[config.mk]
export PLATFORM = sky130hd
export DESIGN_NAME = bist_controller
export DESIGN_NICKNAME = d
export VERILOG_FILES = /design/src/rtl/bist_controller.sv
export SDC_FILE = /design/constraint.sdc
export NUM_CORES = 1
export LEC_CHECK = 0
export CAP_MARGIN = 10
export CORE_ASPECT_RATIO = 0.8
export CORE_MARGIN = 2
export CORE_UTILIZATION = 45
export DETAILED_ROUTE_END_ITERATION = 10
export PLACE_DENSITY = 0.86
export SLEW_MARGIN = 15
export SYNTH_ARGS = -nofsm -noshare
export SYNTH_HDL_FRONTEND = slang
export SYNTH_SLANG_ARGS = --single-unit
[constraint.sdc]
create_clock -name clk_i -period 5.4 [get_ports clk_i]
set_input_delay 0.81 -clock clk_i [delete_from_list [all_inputs] [get_ports clk_i]]
set_output_delay 0.81 -clock clk_i [all_outputs]
set_load 0.005 [all_outputs]
[src/rtl/bist_controller.sv]
// -----------------------------------------------------------------------------
// bist_controller
//
// Sequencing FSM for the chip-level BIST datapath (TPG -> CUT -> MISR).
// Seeds the TPG, resets the CUT, applies NUM_PATTERNS patterns, keeps the
// MISR compacting for LATENCY extra cycles so the last CUT response is
// captured, then compares the signature against GOLDEN_SIG.
//
// Optional feature macro: BIST_SIG_OBS_EN
//   When defined, adds sig_obs_o, which captures misr_sig_i in the COMPARE
//   cycle and holds it through DONE (used to harvest GOLDEN_SIG).
//
// Ports:
//   clk_i        system clock, rising edge
//   rst_i        synchronous, active-high reset
//   bistmode_i   1 = BIST requested, 0 = functional mode
//   misr_sig_i   current MISR contents
//   pi_sel_o     1 = CUT PIs from TPG, 0 = from chip pins
//   cut_rst_o    synchronous reset to CUT flops
//   tpg_load_o   load TPG seed this cycle
//   tpg_en_o     advance TPG this cycle
//   misr_clear_o clear MISR this cycle
//   misr_en_o    compact CUT PO into MISR this cycle
//   sig_obs_o    captured signature (BIST_SIG_OBS_EN only)
//   bistdone_o   run complete, held until bistmode_i drops
//   bistpass_o   signature matched, valid while bistdone_o = 1
//
// States:
//   IDLE    | functional mode, waiting for bistmode_i
//   INIT    | seed TPG, reset CUT, clear MISR (1 cycle)
//   RUN     | apply NUM_PATTERNS patterns
//   FLUSH   | keep compacting for LATENCY cycles after the last pattern
//   COMPARE | sample signature against GOLDEN_SIG (1 cycle)
//   DONE    | report result until bistmode_i drops
// -----------------------------------------------------------------------------
module bist_controller #(
    parameter int                NUM_PATTERNS = 2000,
    parameter int                LATENCY      = 1,
    parameter int                SIG_W        = 49,
    parameter logic [SIG_W-1:0]  GOLDEN_SIG   = '0
) (
    input  logic             clk_i,
    input  logic             rst_i,
    input  logic             bistmode_i,
    input  logic [SIG_W-1:0] misr_sig_i,
    output logic             pi_sel_o,
    output logic             cut_rst_o,
    output logic             tpg_load_o,
    output logic             tpg_en_o,
    output logic             misr_clear_o,
    output logic             misr_en_o,
`ifdef BIST_SIG_OBS_EN
    output logic [SIG_W-1:0] sig_obs_o,
`endif
    output logic             bistdone_o,
    output logic             bistpass_o
);

    typedef enum logic [2:0] {
        S_IDLE    = 3'd0,
        S_INIT    = 3'd1,
        S_RUN     = 3'd2,
        S_FLUSH   = 3'd3,
        S_COMPARE = 3'd4,
        S_DONE    = 3'd5
    } state_e;

    localparam logic [15:0] N_M1   = 16'(NUM_PATTERNS - 1);
    localparam logic [15:0] LAT16  = 16'(LATENCY);
    localparam logic [3:0]  LAT_M1 = (LATENCY > 0) ? 4'(LATENCY - 1) : 4'd0;

    // The flush counter counts down from LATENCY-1. Global cycle index within
    // RUN+FLUSH is NUM_PATTERNS + (LATENCY-1-flush_cnt); compaction is wanted
    // only for index >= LATENCY, i.e. flush_cnt <= NUM_PATTERNS-1. This keeps
    // misr_en at exactly NUM_PATTERNS cycles even when NUM_PATTERNS < LATENCY.
    localparam logic MISR_FLUSH_FIRST = ({12'd0, LAT_M1} <= N_M1);

    state_e      state_q;
    logic [15:0] pat_cnt_q;
    logic [3:0]  flush_cnt_q;
    logic        pi_sel_q;
    logic        cut_rst_q;
    logic        tpg_load_q;
    logic        tpg_en_q;
    logic        misr_clear_q;
    logic        misr_en_q;
    logic        bistdone_q;
    logic        bistpass_q;
`ifdef BIST_SIG_OBS_EN
    logic [SIG_W-1:0] sig_obs_q;
`endif

    logic [15:0] pat_cnt_d;
    logic [3:0]  flush_cnt_d;
    logic        misr_run_d;
    logic        misr_flush_d;
    logic        sig_match;

    assign pat_cnt_d    = pat_cnt_q + 16'd1;
    assign flush_cnt_d  = flush_cnt_q - 4'd1;
    assign misr_run_d   = (pat_cnt_d >= LAT16);
    assign misr_flush_d = ({12'd0, flush_cnt_d} <= N_M1);
    assign sig_match    = (misr_sig_i == GOLDEN_SIG);

    always_ff @(posedge clk_i) begin
        if (rst_i) begin
            state_q      <= S_IDLE;
            pat_cnt_q    <= 16'd0;
            flush_cnt_q  <= 4'd0;
            pi_sel_q     <= 1'b0;
            cut_rst_q    <= 1'b0;
            tpg_load_q   <= 1'b0;
            tpg_en_q     <= 1'b0;
            misr_clear_q <= 1'b0;
            misr_en_q    <= 1'b0;
            bistdone_q   <= 1'b0;
            bistpass_q   <= 1'b0;
`ifdef BIST_SIG_OBS_EN
            sig_obs_q    <= '0;
`endif
        end else begin
            // Single-cycle strobes default low; outputs are registered for
            // the state being entered.
            cut_rst_q    <= 1'b0;
            tpg_load_q   <= 1'b0;
            tpg_en_q     <= 1'b0;
            misr_clear_q <= 1'b0;
            misr_en_q    <= 1'b0;

            if (!bistmode_i) begin
                // Abort from any active state, or release from DONE.
                state_q    <= S_IDLE;
                pi_sel_q   <= 1'b0;
                bistdone_q <= 1'b0;
                bistpass_q <= 1'b0;
`ifdef BIST_SIG_OBS_EN
                sig_obs_q  <= '0;
`endif
            end else begin
                case (state_q)
                    S_IDLE: begin
                        state_q      <= S_INIT;
                        pi_sel_q     <= 1'b1;
                        cut_rst_q    <= 1'b1;
                        tpg_load_q   <= 1'b1;
                        misr_clear_q <= 1'b1;
                        pat_cnt_q    <= 16'd0;
                    end
                    S_INIT: begin
                        state_q   <= S_RUN;
                        pat_cnt_q <= 16'd0;
                        tpg_en_q  <= 1'b1;
                        misr_en_q <= (LATENCY == 0);
                    end
                    S_RUN: begin
                        if (pat_cnt_q == N_M1) begin
                            if (LATENCY > 0) begin
                                state_q     <= S_FLUSH;
                                flush_cnt_q <= LAT_M1;
                                misr_en_q   <= MISR_FLUSH_FIRST;
                            end else begin
                                state_q <= S_COMPARE;
                            end
                        end else begin
                            pat_cnt_q <= pat_cnt_d;
                            tpg_en_q  <= 1'b1;
                            misr_en_q <= misr_run_d;
                        end
                    end
                    S_FLUSH: begin
                        if (flush_cnt_q == 4'd0) begin
                            state_q <= S_COMPARE;
                        end else begin
                            flush_cnt_q <= flush_cnt_d;
                            misr_en_q   <= misr_flush_d;
                        end
                    end
                    S_COMPARE: begin
                        state_q    <= S_DONE;
                        bistdone_q <= 1'b1;
                        bistpass_q <= sig_match;
`ifdef BIST_SIG_OBS_EN
                        sig_obs_q  <= misr_sig_i;
`endif
                    end
                    S_DONE: begin
                        state_q <= S_DONE;
                    end
                    default: begin
                        state_q    <= S_IDLE;
                        pi_sel_q   <= 1'b0;
                        bistdone_q <= 1'b0;
                        bistpass_q <= 1'b0;
                    end
                endcase
            end
        end
    end

    assign pi_sel_o     = pi_sel_q;
    assign cut_rst_o    = cut_rst_q;
    assign tpg_load_o   = tpg_load_q;
    assign tpg_en_o     = tpg_en_q;
    assign misr_clear_o = misr_clear_q;
    assign misr_en_o    = misr_en_q;
    assign bistdone_o   = bistdone_q;
    assign bistpass_o   = bistpass_q;
`ifdef BIST_SIG_OBS_EN
    assign sig_obs_o    = sig_obs_q;
`endif

endmodule

# [After elaboration in Yosys (flattened, before gate mapping)]
# Cells that the tools add are included.
[word_totals] out_inout_bits=8 elab_cells=53 regBits=29 input_bits=52
[op_classes] reduce_logical=13 n_lt_le_gt_ge=1 n_addsub=2 eq_ne=10 bitwise_logic=1 mux=17
[op_table] op="49-bit logical NOT" count=1
[op_table] op="16-bit case mux with 2 select lines" count=1
[op_table] op="16-bit by 1-bit adder with 16-bit output (second input constant)" count=1
[op_table] op="16-bit by 11-bit == test with 1-bit output (second input constant)" count=1
[op_table] op="16-bit by 1-bit greater-or-equal comparator with 1-bit output (second input constant)" count=1
[op_table] op="16-bit 2-to-1 mux" count=1
[op_table] op="3-bit case mux with 5 select lines" count=1
[op_table] op="1-bit case mux with 2 select lines" count=5
[op_table] op="5-bit OR reduction" count=2
[op_table] op="4-bit 2-to-1 mux" count=2
[op_table] op="2-bit inequality test (second input constant)" count=4
[op_table] op="4-bit case mux with 2 select lines" count=1
[op_table] op="3-bit by 2-bit == test with 1-bit output (second input constant)" count=2
[op_table] op="3-bit == test (second input constant)" count=2
[op_table] op="3-bit 2-to-1 mux" count=2
[op_table] op="2-bit OR reduction" count=3
[op_table] op="4-bit logical NOT" count=1
[op_table] op="1-bit 2-to-1 mux" count=4
[op_table] op="4-bit AND reduction" count=1
[op_table] op="2-bit nonzero test" count=2
[op_table] op="4-bit by 1-bit subtractor with 4-bit output (second input constant)" count=1
[op_table] op="3-bit by 1-bit == test with 1-bit output (second input constant)" count=1
[op_table] op="3-bit logical NOT" count=1
[op_table] op="3-bit AND reduction" count=1
[op_table] op="2 further kinds" count=2

# [Logic depth before layout (Yosys ltp)]
[logic_depth] ltp_word=4 mapped_depth=8 depth_no_buf=7

# [Worst setup path before layout]
# No wires, ideal clock.
[synth_timing] path_type="register to register" start="register pat_cnt_q[4]" end="register pat_cnt_q[3]" slack_ns=3.320 arrival_time_ns=1.938 stages_incl_launch_ff=8 n_path_buf=2 period_less_slack_ns=2.080 setup_time_ns=0.142 t_required_ns=5.258 cell_sequence="dfxtp_1 buf_6 or4_4 nor4_4 nor2_1 clkbuf_1 a21oi_1 a311oi_2"
[synth_between] elab_chain_cells=3
[synth_lines] item="start, declared" line="79" text="logic [15:0] pat_cnt_q;"
[synth_lines] item="start signal, assigned" line="165" text="pat_cnt_q <= pat_cnt_d;"
[synth_lines] item="16-bit by 11-bit == test with 1-bit output" line="156" text="if (pat_cnt_q == N_M1) begin"
[synth_lines] item="2-bit inequality test (no source line)"
[synth_lines] item="3-bit AND reduction (no source line)"
# No other way between the ends.
# A chain may end at the register's enable or synchronous reset.

# [Final worst setup path]
[layout_timing] start="input bistmode_i" end="register pat_cnt_q[9]"
[layout_between] elab_chain_cells=1
[layout_lines] item="start, declared" line="44" text="input logic bistmode_i,"
[layout_lines] item="3-bit AND reduction (no source line)"
# No other way between the ends.

==> summary.txt <==
Synth
  – #FFs+latches synth: 29
  – Post-synthesis average cell area: 7.74 µm²
  – Post-synth top cells: 29 x dfxtp_1, 27 x a21oi_1, 27 x nor2_1
  – Ys async rst share: 0
  – Synth Flop Type: dfxtp_1
  – Post-synthesis cell count: roughly 230
  – Top-area cell type share of the netlist area: 0.322
  – Most numerous cell in the Yosys netlist: dfxtp_1
  – Post-synth EDFFs: 0
  – Synth cell types: 42
  – Post-synth net total: 290
  – Leading area contributor after synthesis: dfxtp_1
  – Synthesized cell area: around 1800 µm²
  – Register area share after synthesis: 0.322
  – Top cells by area, synth: dfxtp_1 32%, a21oi_1 7.5%, nor4_1 5.9%
  – Ys Warns: 0

Place
  – Dpl hpwl: approximately 3800 µm
  – Port Buffers: between 50 and 60
  – Pre-CTS setup slack: ~2.5 ns
  – Routability Congestion: around 0.86

Routing
  – Via Count: around 1,900
  – Residual DRC count: 0
  – Pre-antenna DRT Iters: 4
  – Routed Antenna Nets: 0
  – Drt wl/cell: 14.7 µm
  – Iter 0 DRT Violations: 125
  – Drt via density: ~5.6
  – Drt total wl: 4960 µm

Clocking
  – CTS Sinks: 29
  – Clock buffer depth: 2
  – Clock transition at path regs: ~0.06 ns
  – Post-CTS Resized: 0
  – Post-CTS setup buffers: 0
  – Hold-fix buffers at CTS: 0
  – Root Buffer: clkbuf_8
  – Skew-Pair Late Insertion Delay: ~0.28 ns
  – CTS Buf Count: 5
  – CTS tree: done
  – H-tree levels: 2

Global route
  – All-Layer GR Usage: 0.223
  – Largest net degree at the start of global routing: 22
  – Vias in the first global route: 1,581
  – Total gr overflow: 0
  – First-pass GRT wire length: approximately 7400 µm
  – Initial antenna violation count: 0

STA
  – Final period util: 0.493
  – Setup_tns: 0 ns
  – Clk_skew: approximately 0.0058 ns
  – Tightest Pin Transition: just over 1 ns
  – Final worst slack: 2.74 ns
  – Final hold violations: 0
  – Slew HR: 0.326
  – RSZ-0062 raised after global routing: no
  – Pins Over Slew Limit: 0
  – Final setup violation count: 0
  – Maximum clock rate: ~0.38 GHz
  – Crit path time final: around 2.7 ns

Critical path
  – Crit-path cells: clkdlybuf4s50_1 > nand2_1 > nor2_1 > o21ai_0 > a311oi_2
  – CP arrival: 2.85 ns
  – Crit. Startpoint: bistmode_i
  – Critical Path End Type: flop
  – Required time worst endpoint: between 5 and 6 ns
  – Max incr delay on CP: between 0.7 and 0.8 ns
  – Worst setup path class: input pin to flop
  – R2R Path Start: pat_cnt_q[0]
  – CP Max Fanout: 17
  – CP Launch Type: input pin
  – Slowest-stage cell, CP: nor2_1

Power and ir drop
  – PwrDens: 185 nW/µm²
  – Total power: around 0.45 mW
  – Leak: a little over 0.8 nW
  – Peak VDD IR: roughly 0.16 mV

Die
  – Row count: 20
  – Io pins: 60
  – Die height: just over 60 µm
  – Starting Density: 0.471
  – CORE AREA: 3830 µm²
  – Die X: about 75 µm
  – Die area: between 4000 and 5000 µm²

Cells and area
  – # diodes: 0
  – Filler instances: 355
  – Area delta synth->final: 35.8%
  – Final nets: between 300 and 400
  – Fraction of layout cells with a size suffix above 1: 0.0532

Run
  – Max cap viols: 0

Hold path
  – Hold Crit Class: flop to flop
  – Min-Delay Startpoint: bistpass_o

Status
  – Status: complete, no violations
[placed cells by master (no fill, tap or decap), drive strengths merged, types with 2 or more instances in the layout]
cell,count
a22oi,2
nand4,5
a211oi,3
a21oi,27
xnor2,5
o21a,2
nor4b,2
nand2b,2
o21bai,2
nor3,15
clkinv,2
or3,2
clkbuf,6
nor4,18
xor2,4
nand2,12
nand3,8
a311oi,6
clkdlybuf4s50,59
a31oi,2
and3,6
o21ai,11
ha,5
dfxtp,29
nand3b,4
nor2,27
inv,6
[state kept, by name, indices dropped and copies added, names as in the netlist]
| name | count |
|---|---|
| bistdone_o | 1 |
| bistpass_o | 1 |
| flush_cnt_q | 4 |
| misr_clear_o | 1 |
| misr_en_o | 1 |
| pat_cnt_q | 16 |
| pi_sel_o | 1 |
| state_q | 3 |
| tpg_en_o | 1 |
[final timing paths]
check	to	slack (ns)	depth (start not counted)
hold reg to reg	bistpass_o	0.51	2
hold / removal	bistpass_o	0.51	2
setup / recovery	pat_cnt_q[9]	2.74	5
setup reg to reg	pat_cnt_q[9]	2.96	6
[worst max-delay path: cells and delay by family]
family | cells | cell delay, ns
buf+inv | 1 | 0.63
simple gates | 2 | 0.85
compound gates | 2 | 0.57
[layer usage]
metal / wire length, µm / vias to the layer above / GRT usage
met5: 0 / - / 0
met4: 72 / 0 / 0.105
met3: 229 / 5 / 0.0515
met2: 2350 / 41 / 0.327
met1: 2310 / 875 / 0.311
li1: - / 954 / -
[cells by family (layout without fill, tap and decap cells)]
| family | Yosys count | after routing | share of synthesized area |
|---|---|---|---|
| DFF | 29 | 29 | 0.322 |
| and+or+nand+nor | 108 | 108 | 0.331 |
| xor gates and xnor gates | 9 | 9 | 0.0437 |
| AOI/OAI and AO/OA | 58 | 58 | 0.203 |
| adders and majority gates | 5 | 5 | 0.0347 |
| buffers and inverters | 24 | 73 | 0.0659 |
[metrics by stage]
step / hold WS, ns / cells / util / area (µm²)
after detailed placement: 0.492 / 329 / 0.618 / 2370
after CTS: 0.507 / 337 / 0.640 / 2450
after global placement: 0.468 / 329 / 0.618 / 2370
after floorplan: 0.481 / 233 / - / 1800
after global routing: 0.534 / 337 / 0.640 / 2450
final: 0.506 / 337 / 0.640 / 2450
[power breakdown]
part	switching (mW)	internal, mW	total, mW
Combinational	0.0190	0.0406	0.0596
Sequential	0.00282	0.216	0.219
Clock	0.0844	0.0890	0.173
Total	0.106	0.346	0.452
[layout make-up]
cell class                      instances  area (µm²)  area share
Multi-Input combinational cell        180        1100       0.451
Timing Repair Buffer                   59         591       0.241
Sequential cell                        29         581       0.237
Clock buffer                            6        72.6      0.0296
Tap cell                               55        68.8      0.0281
Inverter                                6        22.5     0.00920
Clock inverter                          2        10.0     0.00409
Note: power is estimated with default switching activity, not from simulation.
